$ cat src/rtl/serial_sub_ctrl_if.sv
// Handshake/data bundle for serial_sub_ctrl.
// The ovf signal is present only when SERIAL_SUB_OVF_EN is defined.
interface serial_sub_ctrl_if #(
  parameter int WIDTH = 8
);
  logic             start;
  logic [WIDTH-1:0] a;
  logic [WIDTH-1:0] b;
  logic             busy;
  logic             done;
  logic [WIDTH-1:0] diff;
  logic             borrow;
`ifdef SERIAL_SUB_OVF_EN
  logic             ovf;

  modport master (output start, a, b, input busy, done, diff, borrow, ovf);
  modport slave  (input start, a, b, output busy, done, diff, borrow, ovf);
`else
  modport master (output start, a, b, input busy, done, diff, borrow);
  modport slave  (input start, a, b, output busy, done, diff, borrow);
`endif
endinterface

$ cat src/rtl/serial_sub_ctrl.sv
// Bit-serial WIDTH-bit subtractor: one bit per clock, LSB first, via two half subtractors.
// Optional signed-overflow output enabled by defining SERIAL_SUB_OVF_EN.
module serial_sub_ctrl #(
  parameter int WIDTH = 8
) (
  input  logic             clk,
  input  logic             rst,
  serial_sub_ctrl_if.slave bus
);
  localparam int CW = (WIDTH > 1) ? $clog2(WIDTH) : 1;
  localparam logic [1:0]    S_IDLE = 2'd0;
  localparam logic [1:0]    S_RUN  = 2'd1;
  localparam logic [1:0]    S_DONE = 2'd2;
  localparam logic [CW-1:0] LAST   = CW'(WIDTH - 1);

  logic [1:0]       state_q, state_d;
  logic [CW-1:0]    cnt_q, cnt_d;
  logic [WIDTH-1:0] a_q, a_d, b_q, b_d, diff_q, diff_d;
  logic             bin_q, bin_d, borrow_q, borrow_d;

  logic hs1_d_s, hs1_b_s, d_s, hs2_b_s, bout_s;

  // First half subtractor handles a - b, second subtracts the incoming borrow.
  assign hs1_d_s = a_q[0] ^ b_q[0];
  assign hs1_b_s = ~a_q[0] & b_q[0];
  assign d_s     = hs1_d_s ^ bin_q;
  assign hs2_b_s = ~hs1_d_s & bin_q;
  assign bout_s  = hs1_b_s | hs2_b_s;

`ifdef SERIAL_SUB_OVF_EN
  logic a_msb_q, a_msb_d, b_msb_q, b_msb_d, ovf_q, ovf_d;
`endif

  always_comb begin
    state_d  = state_q;
    cnt_d    = cnt_q;
    a_d      = a_q;
    b_d      = b_q;
    diff_d   = diff_q;
    bin_d    = bin_q;
    borrow_d = borrow_q;
`ifdef SERIAL_SUB_OVF_EN
    a_msb_d  = a_msb_q;
    b_msb_d  = b_msb_q;
    ovf_d    = ovf_q;
`endif
    case (state_q)
      S_IDLE: begin
        if (bus.start) begin
          a_d     = bus.a;
          b_d     = bus.b;
          bin_d   = 1'b0;
          cnt_d   = '0;
          state_d = S_RUN;
`ifdef SERIAL_SUB_OVF_EN
          a_msb_d = bus.a[WIDTH-1];
          b_msb_d = bus.b[WIDTH-1];
`endif
        end else begin
          state_d = S_IDLE;
        end
      end
      S_RUN: begin
        a_d    = {1'b0, a_q[WIDTH-1:1]};
        b_d    = {1'b0, b_q[WIDTH-1:1]};
        diff_d = {d_s, diff_q[WIDTH-1:1]};
        bin_d  = bout_s;
        if (cnt_q == LAST) begin
          state_d  = S_DONE;
          borrow_d = bout_s;
`ifdef SERIAL_SUB_OVF_EN
          // d_s is the result MSB on this edge.
          ovf_d    = (a_msb_q ^ b_msb_q) & (a_msb_q ^ d_s);
`endif
        end else begin
          cnt_d = cnt_q + CW'(1);
        end
      end
      S_DONE: begin
        state_d = S_IDLE;
      end
      default: begin
        state_d = S_IDLE;
      end
    endcase
  end

  always_ff @(posedge clk) begin
    if (rst) begin
      state_q  <= S_IDLE;
      cnt_q    <= '0;
      a_q      <= '0;
      b_q      <= '0;
      diff_q   <= '0;
      bin_q    <= 1'b0;
      borrow_q <= 1'b0;
`ifdef SERIAL_SUB_OVF_EN
      a_msb_q  <= 1'b0;
      b_msb_q  <= 1'b0;
      ovf_q    <= 1'b0;
`endif
    end else begin
      state_q  <= state_d;
      cnt_q    <= cnt_d;
      a_q      <= a_d;
      b_q      <= b_d;
      diff_q   <= diff_d;
      bin_q    <= bin_d;
      borrow_q <= borrow_d;
`ifdef SERIAL_SUB_OVF_EN
      a_msb_q  <= a_msb_d;
      b_msb_q  <= b_msb_d;
      ovf_q    <= ovf_d;
`endif
    end
  end

  assign bus.busy   = (state_q != S_IDLE);
  assign bus.done   = (state_q == S_DONE);
  assign bus.diff   = diff_q;
  assign bus.borrow = borrow_q;
`ifdef SERIAL_SUB_OVF_EN
  assign bus.ovf    = ovf_q;
`endif
endmodule

$ cat src/flat_wrapper.sv
// flat-port wrapper written by rule: the top's interface ports become plain ports
module serial_sub_ctrl_flat 
#(
  parameter int WIDTH = 8
)
  (clk, rst, bus_start, bus_a, bus_b, bus_busy, bus_done, bus_diff, bus_borrow);
  serial_sub_ctrl_if #(.WIDTH(WIDTH)) bus_i ();
  input  logic clk;
  input  logic rst;
  input wire logic [$bits(bus_i.start)-1:0] bus_start;
  input wire logic [$bits(bus_i.a)-1:0] bus_a;
  input wire logic [$bits(bus_i.b)-1:0] bus_b;
  output wire logic [$bits(bus_i.busy)-1:0] bus_busy;
  output wire logic [$bits(bus_i.done)-1:0] bus_done;
  output wire logic [$bits(bus_i.diff)-1:0] bus_diff;
  output wire logic [$bits(bus_i.borrow)-1:0] bus_borrow;
  assign bus_i.start = bus_start;
  assign bus_i.a = bus_a;
  assign bus_i.b = bus_b;
  assign bus_busy = bus_i.busy;
  assign bus_done = bus_i.done;
  assign bus_diff = bus_i.diff;
  assign bus_borrow = bus_i.borrow;
  serial_sub_ctrl #(.WIDTH(WIDTH)) u_core (.clk(clk), .rst(rst), .bus(bus_i));
endmodule
$ cat config.mk
export PLATFORM = sky130hd
export DESIGN_NAME = serial_sub_ctrl_flat
export DESIGN_NICKNAME = d
export VERILOG_FILES = /design/src/rtl/serial_sub_ctrl_if.sv /design/src/rtl/serial_sub_ctrl.sv /design/src/flat_wrapper.sv
export SDC_FILE = /design/constraint.sdc
export NUM_CORES = 1
export LEC_CHECK = 0
export CAP_MARGIN = 10
export CELL_PAD_IN_SITES_DETAIL_PLACEMENT = 0
export CELL_PAD_IN_SITES_GLOBAL_PLACEMENT = 1
export CORE_UTILIZATION = 38
export DETAILED_ROUTE_END_ITERATION = 8
export PLACE_DENSITY = 0.85
export SLEW_MARGIN = 5
export SYNTH_ARGS = -nofsm -noshare
export SYNTH_HDL_FRONTEND = slang
export SYNTH_SLANG_ARGS = --single-unit
export TNS_END_PERCENT = 30
$ cat constraint.sdc
create_clock -name clk -period 1.75 [get_ports clk]
set_input_delay 0.2625 -clock clk [delete_from_list [all_inputs] [get_ports clk]]
set_output_delay 0.2625 -clock clk [all_outputs]
set_load 0.03 [all_outputs]
-- Word level (Yosys, flattened, before mapping)
Index checks and enable logic that the tools add are counted.
- $add $sub $neg: 1
- equality and inequality tests: 6
- multiplexer cells: 12
- bitwise operators: 7
- reduce and logical (&&, ||, !) cells: 6
- operators by type and width (cell ; number):
    one-hot mux 8 bit (2 select lines) ; 2
    2-to-1 mux 8 bit ; 2
    2-to-1 mux 3 bit ; 2
    one-hot mux 3 bit (2 select lines) ; 1
    != test 2 bit, second input constant ; 2
    one-hot mux 2 bit (2 select lines) ; 1
    AND reduction 2 bit ; 2
    nonzero test 2 bit ; 2
    adder 3 x 1 -> 3 bit, second input constant ; 1
    equality test 3 bit, second input constant ; 1
    AND reduction 3 bit ; 1
    AND 1 bit ; 2
    equality test 2 x 1 -> 1 bit, second input constant ; 1
    equality test 2 bit, second input constant ; 1
    logical NOT 2 bit ; 1
    2-to-1 mux 1 bit ; 2
    2-to-1 mux 2 bit ; 1
    != test 2 x 1 -> 1 bit, second input constant ; 1
    inverter 1 bit ; 2
    one-hot mux 1 bit (2 select lines) ; 1
    XOR 1 bit ; 2
    bitwise OR 1 bit ; 1
- register bits: 31
- output and inout bits: 11
- word-level logic and storage cells: 39

-- Depth between registers and ports, before layout
- depth in word-level cells: 5
- gate-level depth with buffers: 6
- depth with buffers taken out: 5

-- Worst setup path after synthesis
No wires, ideal clock.
- path kind: register to register
- start: register u_core.cnt_q[0]
- end: register u_core.cnt_q[0]
- setup time: 0.071 ns
- arrival: 1.242 ns
- data required time: 1.679 ns
- path slack: 0.437 ns
- stages on the path, launching flop included: 7
- path buffers: 1
- clock period less this slack: 1.313 ns
- cell sequence: dfxtp_1 ha_1 ha_1 clkbuf_1 nor4b_1 a31oi_1 a21oi_1
- longest elaborated chain between the ends: 3
- elaborated cells on any way between the ends: 6
- classes of those cells: 1 x add/sub; 2 x eq/ne; 2 x mux; 1 x reduce/logical
- ends and longest elaborated chain (item ; RTL line ; source):
    from (decl) ; serial_sub_ctrl.sv:17 ; logic [CW-1:0] cnt_q, cnt_d;
    from (signal assigned) ; serial_sub_ctrl.sv:104 ; cnt_q <= cnt_d;
    adder 3 x 1 -> 3 bit / equality test 3 bit (equally long branches) ; serial_sub_ctrl.sv:76, serial_sub_ctrl.sv:68 ;
    2-to-1 mux 3 bit / != test 2 bit (equally long branches) ; n/a ;
    one-hot mux 3 bit (2 select lines) / AND reduction 3 bit (equally long branches) ; n/a ;
Several ways; a longest one is shown, not always the timed one. The select of a mux whose other input is x is not followed.
A chain may end at the register's enable or synchronous reset.

-- Final worst setup path
- start: register u_core.state_q[1]
- end: output bus_done
- longest elaborated chain between the ends: 1
- ends and longest elaborated chain (item ; RTL line ; source):
    from (decl) ; serial_sub_ctrl.sv:16 ; logic [1:0] state_q, state_d;
    from (signal assigned) ; serial_sub_ctrl.sv:103 ; state_q <= state_d;
    equality test 2 bit ; serial_sub_ctrl.sv:119 ; assign bus.done = (state_q == S_DONE);
    to (decl) ; flat_wrapper.sv:14 ; output wire logic [$bits(bus_i.done)-1:0] bus_done;
No other way between the ends.

==> results by group <==
Setup path
  • Worst Setup Path Type: register to primary output
  • WP data required: 1.49 ns
  • Worst Setup End Kind: primary output
  • Startpoint Class: register
  • CP max FO: 2
  • Critical Path AT: 1.42 ns

Detailed routing
  • Routed WL: 2840 um
  • DRC: 0
  • Vias/cell: 4.99
  • WL/cell: 12.8 um
  • Initial DRC count: 49
  • Antenna viol nets, final: 0
  • Via count: 1,108
  • Drt first pass iters: 4

Synthesis
  • Fraction of registers with async set/reset: 0%
  • Syn_area_per_cell: 9.83 um^2
  • Seq cells post-synth: 31
  • Leading register cell type out of synthesis: dfxtp_1
  • Gate Count Post-Synth: 145
  • Area contributors post-synth: dfxtp_1 44%, a211oi_2 12%, mux2i_1 9.8%
  • Mapped Nets: 167
  • Most frequent cells after synthesis: 31 x dfxtp_1, 20 x nand2_1, 14 x a211oi_2, 14 x mux2i_1, 14 x nor2_1
  • Most frequent cell after synthesis: dfxtp_1
  • Synth cell types: 27
  • Area leader, netlist: dfxtp_1
  • Ys Warns: 0
  • Top-area cell type share of the netlist area: 43.5%
  • Post-synth EDFFs: 0
  • Cell Area, Synth: 1430 um^2
  • Sequential-to-total area share from yosys stat: 43.5%

CTS
  • PostCTS Resize Cnt: 0
  • Cts bufs inserted: 5
  • H-tree levels: 2
  • Clk_lat worst skew: 0.27 ns
  • CTS tree: done
  • Clock Sinks: 31
  • Maximum clock path buffer count: 2
  • Post-CTS Setup Bufs: 0
  • Clock root cell: clkbuf_8
  • Cts hold-fix bufs: 0
  • Clock Pin Slew Worst Setup and Hold Paths: 0.06 ns

Die
  • Die area: 4000 um^2
  • IO Count: 30
  • Die width: 63.2 um
  • FP Rows: 21
  • Core ar.: 3470 um^2
  • Initial core utilization: 41.1%
  • Die span in y: 63.2 um

Global route
  • Number of antenna violations at the first check in global routing: 0
  • Tot GR Track Use: 15.7%
  • Grt total ovfl: 0
  • Vias in the first global route: 1,147
  • First-pass GRT wire length: 4890 um
  • Largest net degree at the start of global routing: 29

Cells and area
  • Final instance area: 1820 um^2
  • Synthesis-to-layout area growth: 27.6%
  • Layout cells sized above 1: 18.8%
  • # diodes: 0
  • Fin nets: 197
  • FF/Latch Area: 621 um^2
  • Area taken by multi-input logic gates: 702 um^2
  • FILL cells: 347

Pwr
  • NetSw: 0.000380 W
  • Sequential share of power: 50.5%
  • Clock power share: 33.7%
  • Sw frac: 24.9%
  • P_int: 0.00114 W
  • Logic pwr share: 15.8%
  • Peak supply drop: 498 uV
  • Power density over the cells: 838 nW/um^2
  • Leak: 0.665 nW

STA
  • Setup ws final: 0.0718 ns
  • Final-report setup violation count: 0
  • Unrepaired setup endpoints after global routing: false
  • Clock Skew: 0.00382 ns
  • Setup TNS: 0 ns
  • Period utilization: 95.9%
  • Final min period: 1.68 ns
  • Final number of max-transition violations: 0
  • Final-report hold violation count: 0
  • Worst-Margin Slew: 0.534 ns
  • Fmax: 596 MHz
  • Relative slew margins: 64.3%

Hold path
  • Worst hold path class: register to register

Outcome
  • Status: finished, final reports clean

Placed design
  • IO buf count: 29
  • Placed Area: 1740 um^2
  • HPWL Detailed: 2000 um
  • Setup slack at placement: 0.195 ns
  • Placer congestion estimate: 0.714

Run
  • MaxCap Viol Count: 0
==> final timing paths <==
check                                        from                               to  slack (ns)  cells after the start
hold / removal    u_core.bus.diff[0]$_SDFFE_PP0P_  u_core.bus.diff[0]$_SDFFE_PP0P_        0.46                      2
setup / recovery   u_core.state_q[1]$_SDFFE_PP0P_                         bus_done        0.07                      2
setup reg to reg   u_core.state_q[0]$_SDFFE_PP0P_       u_core.b_q[5]$_SDFFE_PP0P_        0.31                      5
hold reg to reg   u_core.bus.diff[0]$_SDFFE_PP0P_  u_core.bus.diff[0]$_SDFFE_PP0P_        0.46                      2
==> metal layers <==
| layer | vias up | track usage, % | share of wire [%] |
|---|---|---|---|
| li1 | 571 | - | - |
| met1 | 511 | 17.3 | 43 |
| met2 | 22 | 28.2 | 52 |
| met3 | 4 | 4.53 | 4.2 |
| met4 | 0 | 5.97 | 0.95 |
| met5 | - | 0 | 0 |
==> cell type report <==
| type | count | share of cell area (%) |
|---|---|---|
| Clock inverter | 1 | 0.275 |
| Tap cell | 46 | 3.17 |
| Inverter | 3 | 0.619 |
| Sequential cell | 31 | 34.1 |
| Timing Repair Buffer | 35 | 19.0 |
| Clock buffer | 7 | 4.20 |
| Multi-Input combinational cell | 99 | 38.6 |
==> cells in the final DEF (no fill, tap or decap), drive strengths merged <==
cell type	netlist	final
a211oi	15	15
o21ba	1	1
nor4b	1	1
dfxtp	31	31
fa	1	1
clkbuf	2	7
o21bai	1	1
nor2b	2	2
mux2i	14	14
a21oi	10	10
buf	10	7
nor2	20	20
inv	3	3
nand2b	1	1
ha	2	2
a31oi	3	3
nand2	20	20
a311oi	1	1
nand3	4	4
a2bb2oi	1	1
clkdlybuf4s50	0	28
a32oi	2	2
clkinv	0	1
==> kinds of logic (layout without fill, tap and decap cells) <==
kind of cell | Yosys count | count (layout) | synth area share [%]
simple gates | 48 | 48 | 14.9
compound gates | 34 | 34 | 21.3
flops | 31 | 31 | 43.5
buf+inv | 15 | 46 | 7.20
mux | 14 | 14 | 9.83
fa+ha+maj | 3 | 3 | 3.16
==> power groups by stage <==
| stage | Sequential [W] | Clock, W | Combinational [W] |
|---|---|---|---|
| 6_report | 0.000769 | 0.000513 | 0.000241 |
| 5_1_grt | 0.000775 | 0.000569 | 0.000264 |
| 4_1_cts | 0.000770 | 0.000534 | 0.000246 |
| 3_5_place_dp | 0.000784 | 0 | 0.000244 |
| 3_3_place_gp | 0.000783 | 0 | 0.000234 |
| 2_1_floorplan | 0.000784 | 0 | 0.000170 |
==> state kept, by name, indices dropped and copies added (netlist names) <==
signal,flops
u_core.state_q,2
u_core.a_q,8
u_core.bin_q,1
u_core.bus.diff,8
u_core.b_q,8
u_core.cnt_q,3
u_core.bus.borrow,1
==> worst max-delay path, cell delays in order (launching register included) <==
cell	delay (ns)
dfxtp_1	0.32
nor2b_1	0.14
clkdlybuf4s50_1	0.68
==> stage by stage <==
| stage | total power [W] | cells | util, % | hold slack [ns] |
|---|---|---|---|---|
| global route | 0.00161 | 222 | 52.4 | 0.479 |
| detailed placement | 0.00103 | 214 | 50.1 | 0.457 |
| floorplan | 0.000955 | 145 | - | 0.341 |
| CTS | 0.00155 | 222 | 52.4 | 0.467 |
| finish | 0.00152 | 222 | 52.4 | 0.462 |
| global placement | 0.00102 | 214 | 50.1 | 0.445 |
Note: power is estimated with default switching activity, not from simulation.
